`config.mk`:
```
export PLATFORM = sky130hd
export DESIGN_NAME = ctl_round
export DESIGN_NICKNAME = d
export VERILOG_FILES = /design/src/rtl/ctl_round_pkg.sv /design/src/rtl/ctl_round_frame_timer.sv /design/src/rtl/ctl_round.sv
export SDC_FILE = /design/constraint.sdc
export NUM_CORES = 1
export LEC_CHECK = 0
export BUFFER_PORTS_ARGS = -buffer_cell sky130_fd_sc_hd__buf_4
export CORE_MARGIN = 2
export CORE_UTILIZATION = 60
export CTS_BUF_LIST = sky130_fd_sc_hd__clkbuf_8
export CTS_CLUSTER_SIZE = 14
export DETAILED_ROUTE_END_ITERATION = 7
export PLACE_DENSITY = 0.84
export SYNTH_ARGS = -nofsm -noshare
export SYNTH_HDL_FRONTEND = slang
export SYNTH_SLANG_ARGS = --single-unit
```
`constraint.sdc`:
```
create_clock -name clk -period 3.3 [get_ports clk]
set_clock_uncertainty 0.15 [all_clocks]
set_input_delay 0.495 -clock clk [delete_from_list [all_inputs] [get_ports clk]]
set_output_delay 0.495 -clock clk [all_outputs]
set_load 0.01 [all_outputs]
```
`src/rtl/ctl_round_pkg.sv`:
```
// rtl/ctl_round_pkg.sv - round sequencer states, default constants and timer sizing
package ctl_round_pkg;

  typedef enum logic [2:0] {
    IDLE,
    LAUNCH,
    FLYING,
    HIT_WAIT,
    FLYAWAY,
    TALLY,
    INTERMISSION,
    GAME_OVER
  } round_state_t;

  localparam int DUCKS_PER_ROUND_DEF     = 10;
  localparam int SHOTS_PER_DUCK_DEF      = 3;
  localparam int PASS_HITS_DEF           = 6;
  localparam int FLY_TIMEOUT_FRAMES_DEF  = 300;
  localparam int EVENT_FRAMES_DEF        = 60;
  localparam int INTERMISSION_FRAMES_DEF = 120;
  localparam int MAX_ROUND_DEF           = 15;

  // Bits needed to hold the longest frame interval the sequencer waits for.
  function automatic int timer_width(input int fly_frames, input int inter_frames);
    int longest;
    longest = (fly_frames > inter_frames) ? fly_frames : inter_frames;
    return $clog2(longest + 1);
  endfunction

  localparam int TIMER_W = timer_width(FLY_TIMEOUT_FRAMES_DEF, INTERMISSION_FRAMES_DEF);

  // Duck speed tracks the round number, starting at 0 in round 1 and capped at 7.
  function automatic logic [2:0] speed_of(input logic [3:0] rnd);
    logic [3:0] minus_one;
    minus_one = rnd - 4'd1;
    if (rnd == 4'd0) return 3'd0;
    if (rnd > 4'd8) return 3'd7;
    return minus_one[2:0];
  endfunction

endpackage

```
`src/rtl/ctl_round_frame_timer.sv`:
```
// rtl/ctl_round_frame_timer.sv - pause-gated frame counter, cleared on each state entry
import ctl_round_pkg::*;

module frame_timer #(
  parameter int W = TIMER_W
) (
  input  logic         clk,
  input  logic         rst,
  input  logic         clear,
  input  logic         new_frame,
  input  logic         pause,
  output logic [W-1:0] count
);

  // Count unpaused frames; saturate rather than wrap so a long wait never looks short.
  always_ff @(posedge clk or posedge rst) begin
    if (rst) begin
      count <= '0;
    end else if (clear) begin
      count <= '0;
    end else if (new_frame && !pause && (count != {W{1'b1}})) begin
      count <= count + 1'b1;
    end
  end

endmodule

```
`src/rtl/ctl_round.sv`:
```
// rtl/ctl_round.sv - Duck Hunt round sequencer; perfect-round bonus under CTL_ROUND_PERFECT_BONUS_EN
import ctl_round_pkg::*;

module ctl_round #(
  parameter int DUCKS_PER_ROUND     = DUCKS_PER_ROUND_DEF,
  parameter int SHOTS_PER_DUCK      = SHOTS_PER_DUCK_DEF,
  parameter int PASS_HITS           = PASS_HITS_DEF,
  parameter int FLY_TIMEOUT_FRAMES  = FLY_TIMEOUT_FRAMES_DEF,
  parameter int EVENT_FRAMES        = EVENT_FRAMES_DEF,
  parameter int INTERMISSION_FRAMES = INTERMISSION_FRAMES_DEF,
  parameter int MAX_ROUND           = MAX_ROUND_DEF
) (
  input  logic       clk,
  input  logic       rst,
  input  logic       new_frame,
  input  logic       game_start,
  input  logic       pause,
  input  logic       hit,
  input  logic       shot_fired,
  output logic       duck_launch,
  output logic       duck_flyaway,
  output logic [3:0] round,
  output logic [3:0] duck_idx,
  output logic [3:0] round_hits,
  output logic [2:0] speed_level,
  output logic       game_over,
  output logic       perfect
);

`ifdef CTL_ROUND_PERFECT_BONUS_EN
  // A perfect intermission runs twice as long, so the timer must reach that far.
  localparam int TW = timer_width(FLY_TIMEOUT_FRAMES, 2 * INTERMISSION_FRAMES);
  localparam logic [TW-1:0] INTER2_T = TW'(2 * INTERMISSION_FRAMES);
`else
  localparam int TW = timer_width(FLY_TIMEOUT_FRAMES, INTERMISSION_FRAMES);
`endif

  localparam logic [TW-1:0] FLY_T     = TW'(FLY_TIMEOUT_FRAMES);
  localparam logic [TW-1:0] EVENT_T   = TW'(EVENT_FRAMES);
  localparam logic [TW-1:0] INTER_T   = TW'(INTERMISSION_FRAMES);
  localparam logic [3:0]    LAST_DUCK = 4'(DUCKS_PER_ROUND - 1);
  localparam logic [3:0]    PASS_T    = 4'(PASS_HITS);
  localparam logic [3:0]    MAX_R     = 4'(MAX_ROUND);
  localparam logic [2:0]    SHOTS_T   = 3'(SHOTS_PER_DUCK);

  round_state_t  state, state_d;
  logic [3:0]    round_d, idx_d, hits_d;
  logic [2:0]    shots_left, shots_d;
  logic [TW-1:0] count;
  logic [TW-1:0] inter_limit;
  logic          tick;
  logic          timer_clear;

  assign tick        = new_frame && !pause;
  assign timer_clear = game_start || (state_d != state);

  frame_timer #(.W(TW)) u_frame_timer (
    .clk       (clk),
    .rst       (rst),
    .clear     (timer_clear),
    .new_frame (new_frame),
    .pause     (pause),
    .count     (count)
  );

`ifdef CTL_ROUND_PERFECT_BONUS_EN
  logic perfect_d;
  assign inter_limit = (round_hits == 4'(DUCKS_PER_ROUND)) ? INTER2_T : INTER_T;
  assign perfect_d   = (state_d == INTERMISSION) && (hits_d == 4'(DUCKS_PER_ROUND));

  // Perfect flag follows the registered state so it covers the whole intermission.
  always_ff @(posedge clk or posedge rst) begin
    if (rst) perfect <= 1'b0;
    else     perfect <= perfect_d;
  end
`else
  assign inter_limit = INTER_T;
  assign perfect     = 1'b0;
`endif

  // Next-state and counter updates; restart beats everything, pause freezes the rest.
  always_comb begin
    state_d = state;
    round_d = round;
    idx_d   = duck_idx;
    hits_d  = round_hits;
    shots_d = shots_left;
    if (game_start) begin
      state_d = LAUNCH;
      round_d = 4'd1;
      idx_d   = 4'd0;
      hits_d  = 4'd0;
    end else if (!pause) begin
      case (state)
        IDLE: ;
        LAUNCH: begin
          shots_d = SHOTS_T;
          state_d = FLYING;
        end
        FLYING: begin
          if (hit) begin
            if (round_hits != 4'd15) hits_d = round_hits + 4'd1;
            state_d = HIT_WAIT;
          end else begin
            if (shot_fired && (shots_left != 3'd0)) shots_d = shots_left - 3'd1;
            // Out of shots only ends the duck on a frame boundary, leaving room for a late hit.
            if ((tick && (shots_left == 3'd0)) || (count >= FLY_T)) state_d = FLYAWAY;
          end
        end
        HIT_WAIT, FLYAWAY: begin
          if (count >= EVENT_T) begin
            if (duck_idx == LAST_DUCK) begin
              state_d = TALLY;
            end else begin
              idx_d   = duck_idx + 4'd1;
              state_d = LAUNCH;
            end
          end
        end
        TALLY: state_d = (round_hits >= PASS_T) ? INTERMISSION : GAME_OVER;
        INTERMISSION: begin
          if (count >= inter_limit) begin
            if (round != MAX_R) round_d = round + 4'd1;
            idx_d   = 4'd0;
            hits_d  = 4'd0;
            state_d = LAUNCH;
          end
        end
        GAME_OVER: ;
        default: state_d = IDLE;
      endcase
    end
  end

  // State, counters and all visible outputs update together one cycle after the trigger.
  always_ff @(posedge clk or posedge rst) begin
    if (rst) begin
      state        <= IDLE;
      round        <= 4'd1;
      duck_idx     <= 4'd0;
      round_hits   <= 4'd0;
      shots_left   <= 3'd0;
      duck_launch  <= 1'b0;
      duck_flyaway <= 1'b0;
      game_over    <= 1'b0;
      speed_level  <= 3'd0;
    end else begin
      state        <= state_d;
      round        <= round_d;
      duck_idx     <= idx_d;
      round_hits   <= hits_d;
      shots_left   <= shots_d;
      // Only the entry into LAUNCH fires, so a restart during LAUNCH cannot double-pulse.
      duck_launch  <= (state_d == LAUNCH) && (state != LAUNCH);
      duck_flyaway <= (state_d == FLYAWAY);
      game_over    <= (state_d == GAME_OVER);
      speed_level  <= speed_of(round_d);
    end
  end

endmodule

```
==> metrics.md, run 1 <==
| Metric | Value |
|---|---|
| Status | completed |
| Hpwl dp | between 3000 and 4000 um |
| Die Y-Extent | 64.3 um |
| Post-Syn Nets | 251 |
| Final worst-path cycle share | a little over 80% |
| Post-DR wirelength/cell | 15.1 um |
| HP Class | input port to asynchronous set/reset pin |
| Share of layout cells above drive strength 1 | 20.1% |
| Synth Area per Inst | about 9.3 um2 |
| Achievable frequency | 0.372 GHz |
| Crit path arrival time | between 2 and 3 ns |
| R2r setup slk | just over 0.6 ns |
| CTS Buffer Depth | 2 |
| Setup TNS | 0 ns |
| EDFF count, synth | 0 |
| Io pins | 26 |
| # DRC | 0 |
| Final nets | about 280 |
| Termination of the worst setup path | speed_level[1] |
| Mapped Area | 0.00218 mm2 |
| Max-slew violation total from the final report | 0 |
| Launching point of the worst reg2reg path | state[2] |
| Crit path buf inv count | 1 |
| Sink Count | 33 |
| Highest-delay cell along the critical path | dfrtp_1 |
| Nature of the critical path startpoint | flop |
| Number of max-cap violations | 0 |
| Vias | 1811 |
| P_leak | between 0.001 and 0.0015 uW |
| Clock Latency Late Sink | 0.29 ns |
| Total gr overflow | 0 |
| Largest net degree at the start of global routing | 34 |
| Seq/Total Area, Yosys | 38.0% |
| VDD IR-drop max | between 200 and 300 uV |
| Top FF cell, synth | dfrtp_1 |
| Clk pin slew, worst setup/hold paths | 0.07 ns |
| Die ar. | 0.00413 mm2 |
| Final setup vio count | 0 |
| Die X | between 60 and 70 um |
| CTS tree | yes |
| Worst EP required | 3.32 ns |
| Antenna cells | 0 |
| Cell Pwr Density | 344 mW/mm2 |
| Postcts setup bufs | 0 |
| Vias per cell | between 5 and 6 |
| Most common cell in the synthesized netlist | dfrtp_1 |
| Yosys warnings | 0 |
| CORE AREA | 0.00342 mm2 |
| Post-Place Cells | 297 |
| DRT Pass-1 Iters | 4 |
| Synth unique cells | 57 |
| CP Class | flop to flop |
| Hold-fix buffers, CTS | 0 |
| Crit. End Element | flop |
| Synth cell count leaders | 32 x dfrtp_1, 21 x nor2_1, 18 x inv_1, 18 x nand2_1, 12 x a21oi_1 |
| Worst-margin pin slew | 0.577 ns |
| Worst R2R Path Depth | 7 |
| Final wirelength | 4600 um |
| Total CTS buffers | 5 |
| Total power | about 850 uW |
| Worst path cell trace | nand3b_1, a2111oi_2, mux2i_1, or2_4, ha_1, inv_1, maj3_1 |
| Area grow syn2layout | 13.6% |
| Worst Hold Slack | approximately 0.14 ns |
| IO Port Bufs | 24 |
| Async SR Flop Fraction | between 90% and 100% |
| CP Depth | 7 |
| Starting density of the core | around 64% |
| Crit-path max cell delay | slightly above 0.6 ns |
| Initial DRC Count | about 110 |
| Cell Rows | 21 |
| Cell family with most CP delay | flip-flops |
| Tmin final | roughly 2.7 ns |
| Reg-to-Reg End | speed_level[1] |
| Gr usage total | between 20% and 30% |
| Synth top area cells | dfrtp_1 37%, ha_1 6.3%, nor2_1 3.6%, xnor2_1 3.6%, inv_1 3.1% |
| Final core occ | 72.5% |
| Vias in the first global route | 1730 |
| Number of cells upsized or downsized after cts | 0 |
| Crit. Startpoint | state[2] |
| Post-Synthesis Cells | between 200 and 250 |
| Yosys reg bits | 33 |
| Slew Limit Headroom | 61.4% |
| Synth top area share | 36.8% |
| Fin. Hold Viols | 0 |
| Synth area leader | dfrtp_1 |
| Worst-path fanout max | 15 |
| Antenna violation net count after detailed routing | 0 |
| Non-Filler Instances | 305 |
| H-tree depth | 2 |
| GPL Wtd Cong | 0.865 |
| Initial antenna violation count | 0 |
| Fillers | approximately 260 |
| RSZ-0062 raised after global routing | no |
| First-pass GRT wire length | just over 8000 um |
| Root buf cell | clkbuf_8 |
power breakdown:
group,internal (uW),total (uW),switching (uW)
Clock,143,283,140
Combinational,54.6,135,80.6
Sequential,417,433,15.9
layout make-up:
type / count / area (um2) / area share [%]
sequential: 33 / 827 / 33.4
clock inverter: 3 / 13.8 / 0.556
inverter: 19 / 71.3 / 2.88
timing repair buffer: 26 / 195 / 7.89
multi-input combinational: 173 / 1240 / 50.2
clock buffer: 5 / 68.8 / 2.78
tap: 46 / 57.6 / 2.33
how the worst min path moves through the flow:
| stage | startpoint | endpoint | slack (ns) |
|---|---|---|---|
| 6_report | rst | round_hits[1] | 0.14 |
| 5_1_grt | rst | round[3] | 0.20 |
| 4_1_cts | rst | state[0] | 0.16 |
| 3_5_place_dp | shots_left[1] | shots_left[1] | 0.36 |
| 3_3_place_gp | shots_left[1] | shots_left[1] | 0.34 |
| 2_1_floorplan | shots_left[1] | shots_left[1] | 0.33 |
per-layer routing:
layer / global-route usage (%) / part of all wire, %
met1: 33.5 / 45
met2: 40.8 / 47
met3: 4.75 / 5.4
met4: 9.57 / 1.9
met5: 0 / 0
state kept, by name, indices dropped and copies added, names as in the netlist:
| name | flops |
|---|---|
| u_frame_timer.count | 9 |
| duck_idx | 4 |
| round | 4 |
| round_hits | 4 |
| shots_left | 3 |
| speed_level | 3 |
| state | 3 |
| duck_flyaway | 1 |
| duck_launch | 1 |
| game_over | 1 |
layout by cell type, fill, tap and decap left out, types with 6 or more instances in the layout:
master	synthesis	final
dfrtp_1	32	32
xnor2_1	9	9
inv_1	18	19
o21ai_0	6	6
buf_4	1	26
ha_1	11	11
nand2_1	18	18
nor2_1	21	21
a21oi_1	12	12
and3_1	7	7
mux2i_1	6	6
per-stage QoR:
stage	area (um2)	worst slack, ns
6_report	2470	0.615
3_3_place_gp	2390	0.726
3_5_place_dp	2390	0.647
2_1_floorplan	2180	0.828
4_1_cts	2470	0.642
5_1_grt	2470	0.451
tightest hold or removal path, cell delays in order:
cell and delay, ns:
buf_4 0.11, inv_1 0.04, buf_4 0.35
cells by family (layout without fill, tap and decap cells):
| logic type | count (synthesis) | after routing | synth area share (%) |
|---|---|---|---|
| AND/OR/NAND/NOR | 93 | 93 | 25.0 |
| AO/OA/AOI/OAI | 49 | 49 | 17.2 |
| other | 1 | 1 | 0.172 |
| XOR/XNOR | 10 | 10 | 4.02 |
| multiplexers | 8 | 8 | 3.79 |
| buffers and inverters | 27 | 53 | 5.05 |
| flip-flops | 33 | 33 | 38.0 |
| adder cells (fa/ha/maj) | 12 | 12 | 6.78 |
Power figures use the tool's default switching activity.
==> run 2: changes to the inputs <==
CORE_UTILIZATION = 54   (was 60)
PLACE_DENSITY = 0.8   (was 0.84)
clock period = 2.4 ns   (was 3.3 ns; I/O delays follow)
==> run 2 against run 1 <==
  * Global-route usage down 2.1 points
  * Fmax grew 15%
  * Combinational power increased by 53%
  * Non-clock buffer count grew 18
  * Total power up 56%
  * Die area up 10%
  * Critical endpoint unchanged
==> metrics.md, run 2 (same netlist as run 1, synthesis figures left out) <==
| Metric | Value |
|---|---|
| Status | completed |
| # DRC | 0 (unchanged) |
| Number of max-cap violations | 0 (unchanged) |
| Total gr overflow | 0 (unchanged) |
| Final setup vio count | 0 (unchanged) |
| Multi-input gate area | 0.00127 mm2 (+2.7%) |
| Cell Rows | 23 (+9.5%) |
| Max-slew violation total from the final report | 0 (unchanged) |
| Final core occ | 68.0% (-4.4 points) |
| Reg power frac | 44.0% (-6.8 points) |
| Area of placed instances | 0.00252 mm2 (+5.4%) |
| DRT Pass-1 Iters | 4 (unchanged) |
| Gr usage total | 23.1% (-2.1 points) |
| R2r setup slk | 0.07 ns (-0.55 ns) |
| P_leak | 0.00122 uW (+8.7%) |
| CTS Buffer Depth | 2 (unchanged) |
| Io pins | 26 (unchanged) |
| Largest net degree at the start of global routing | 34 (unchanged) |
| Non-Filler Instances | 327 (+7.2%) |
| Fin. Hold Viols | 0 (unchanged) |
| Starting density of the core | 55.3% (-8.5 points) |
| H-tree depth | 2 (unchanged) |
| Clk network pwr share | 40.4% (+7.1 points) |
| P_int | 989 uW (+61%) |
| Most frequent cells in the layout | 44 x buf_4, 32 x dfrtp_1, 21 x nor2_1, 18 x nand2_1, 18 x inv_1 |
| Initial DRC Count | 134 (+25%) |
| Share of layout cells above drive strength 1 | 27.1% (+7.0 points) |
| VDD IR-drop max | 382 uV (+49%) |
| Commonest non-fill, non-tap cell in the layout | buf_4 |
| Vias in the first global route | 1724 (-0.35%) |
| Crit. End Element | flop |
| Clock Latency Late Sink | 0.29 ns (about the same) |
| Sw Pwr | 337 uW (+42%) |
| IO Port Bufs | 24 (unchanged) |
| Hold-fix buffers, CTS | 0 (unchanged) |
| Crit path arrival time | 2.36 ns (-0.34 ns) |
| Largest register FFs | 9 (unchanged) |
| Final worst-path cycle share | 97.2% (+16 points) |
| Die Y-Extent | 67.5 um (+5.1%) |
| Sink Count | 33 (unchanged) |
| Post-Place Cells | 316 (+6.4%) |
| Achievable frequency | 0.429 GHz (+15%) |
| Total CTS buffers | 5 (unchanged) |
| Cell Pwr Density | 494 mW/mm2 (+44%) |
| CP Class | flop to flop |
| First-pass GRT wire length | 7790 um (-3.3%) |
| Largest Register | u_frame_timer.count |
| Final design area excluding fillers | 0.00268 mm2 (+8.4%) |
| Post-DR wirelength/cell | 14.8 um (-2.1%) |
| Tmin final | 2.33 ns (-0.352 ns) |
| Clk pin slew, worst setup/hold paths | 0.07 ns (about the same) |
| Crit. Startpoint | state[0] |
| Register area | 827 um2 (unchanged) |
| Die X | 67.5 um (+5.1%) |
| Worst-path fanout max | 2 (-13) |
| Area grow syn2layout | 23.1% |
| Initial antenna violation count | 0 (unchanged) |
| HP Class | input port to asynchronous set/reset pin |
| Final wirelength | 4830 um (+5.0%) |
| Combinational share of power | 15.6% (-0.3 points) |
| Antenna cells | 0 (unchanged) |
| GPL Wtd Cong | 0.859 (-0.66%) |
| Antenna violation net count after detailed routing | 0 (unchanged) |
| Root buf cell | clkbuf_8 |
| Worst EP required | 2.43 ns (-0.89 ns) |
| Die ar. | 0.00456 mm2 (+10%) |
| Nature of the critical path startpoint | flop |
| Final nets | 294 (+6.5%) |
| CORE AREA | 0.00394 mm2 (+15%) |
| Hpwl dp | 3590 um (+6.0%) |
| Vias | 1867 (+3.1%) |
| Launching point of the worst reg2reg path | state[0] |
| Fillers | 309 (+20%) |
| Net Sw Frac | 25.4% (-2.4 points) |
| CTS tree | yes |
| Vias per cell | 5.71 (-3.8%) |
## run 2: power groups by stage
stage | Clock (uW) | Combinational [uW] | Sequential, uW
2_1_floorplan | 0 | 138 | 597
3_3_place_gp | 0 | 200 | 593
3_5_place_dp | 0 | 205 | 594
4_1_cts | 549 | 207 | 583
5_1_grt | 575 | 226 | 586
6_report | 536 | 206 | 584
## run 2: worst paths after layout
path	depth (start not counted)	end
max	7	speed_level[1]
max reg2reg	7	speed_level[1]
max in group asynchronous	3	round[0]
min in group clk	2	round_hits[1]
min reg2reg	1	shots_left[1]
min	3	round[1]
## run 2: layer usage
| metal | global-route usage (%) | wire length (um) | part of all wire (%) |
|---|---|---|---|
| met5 | 0 | 0 | 0 |
| met4 | 8.67 | 91 | 1.9 |
| met3 | 5.17 | 220 | 4.6 |
| met2 | 38.4 | 2370 | 49 |
| met1 | 29.2 | 2140 | 44 |
## run 2: critical path, stage by stage (launching register included)
cell	delay, ns
dfrtp_1	0.38
nand3b_1	0.24
a2111oi_4	0.45
mux2i_1	0.16
or2_4	0.27
ha_4	0.26
inv_2	0.03
maj3_2	0.29
## run 2: area by class of cell
class	count	area share, %
Multi-Input combinational cell	173	47.5
Timing Repair Buffer	44	12.3
Clock buffer	6	3.08
Tap cell	50	2.33
Sequential cell	33	30.8
Inverter	19	2.66
Clock inverter	2	1.26
## run 2: what timing repair did
| action | CTS | global route |
|---|---|---|
| cloned | 0 | 0 |
| setup buffers | 2 | 1 |
| endpoints found under the setup margin | 1 | 1 |
| pin swaps | 3 | 4 |
| resized for setup | 4 | 1 |
## run 2: stage by stage
stage	worst slack (ns)	hold slack, ns	total power (uW)	setup TNS (ns)
floorplan	0.0114	0.329	735	0
global placement	0.118	0.328	794	0
detailed placement	0.00434	0.333	799	0
CTS	0.0230	0.0171	1340	0
global route	-0.00128	0.0428	1390	-0.00128
finish	0.0673	0.00958	1330	0
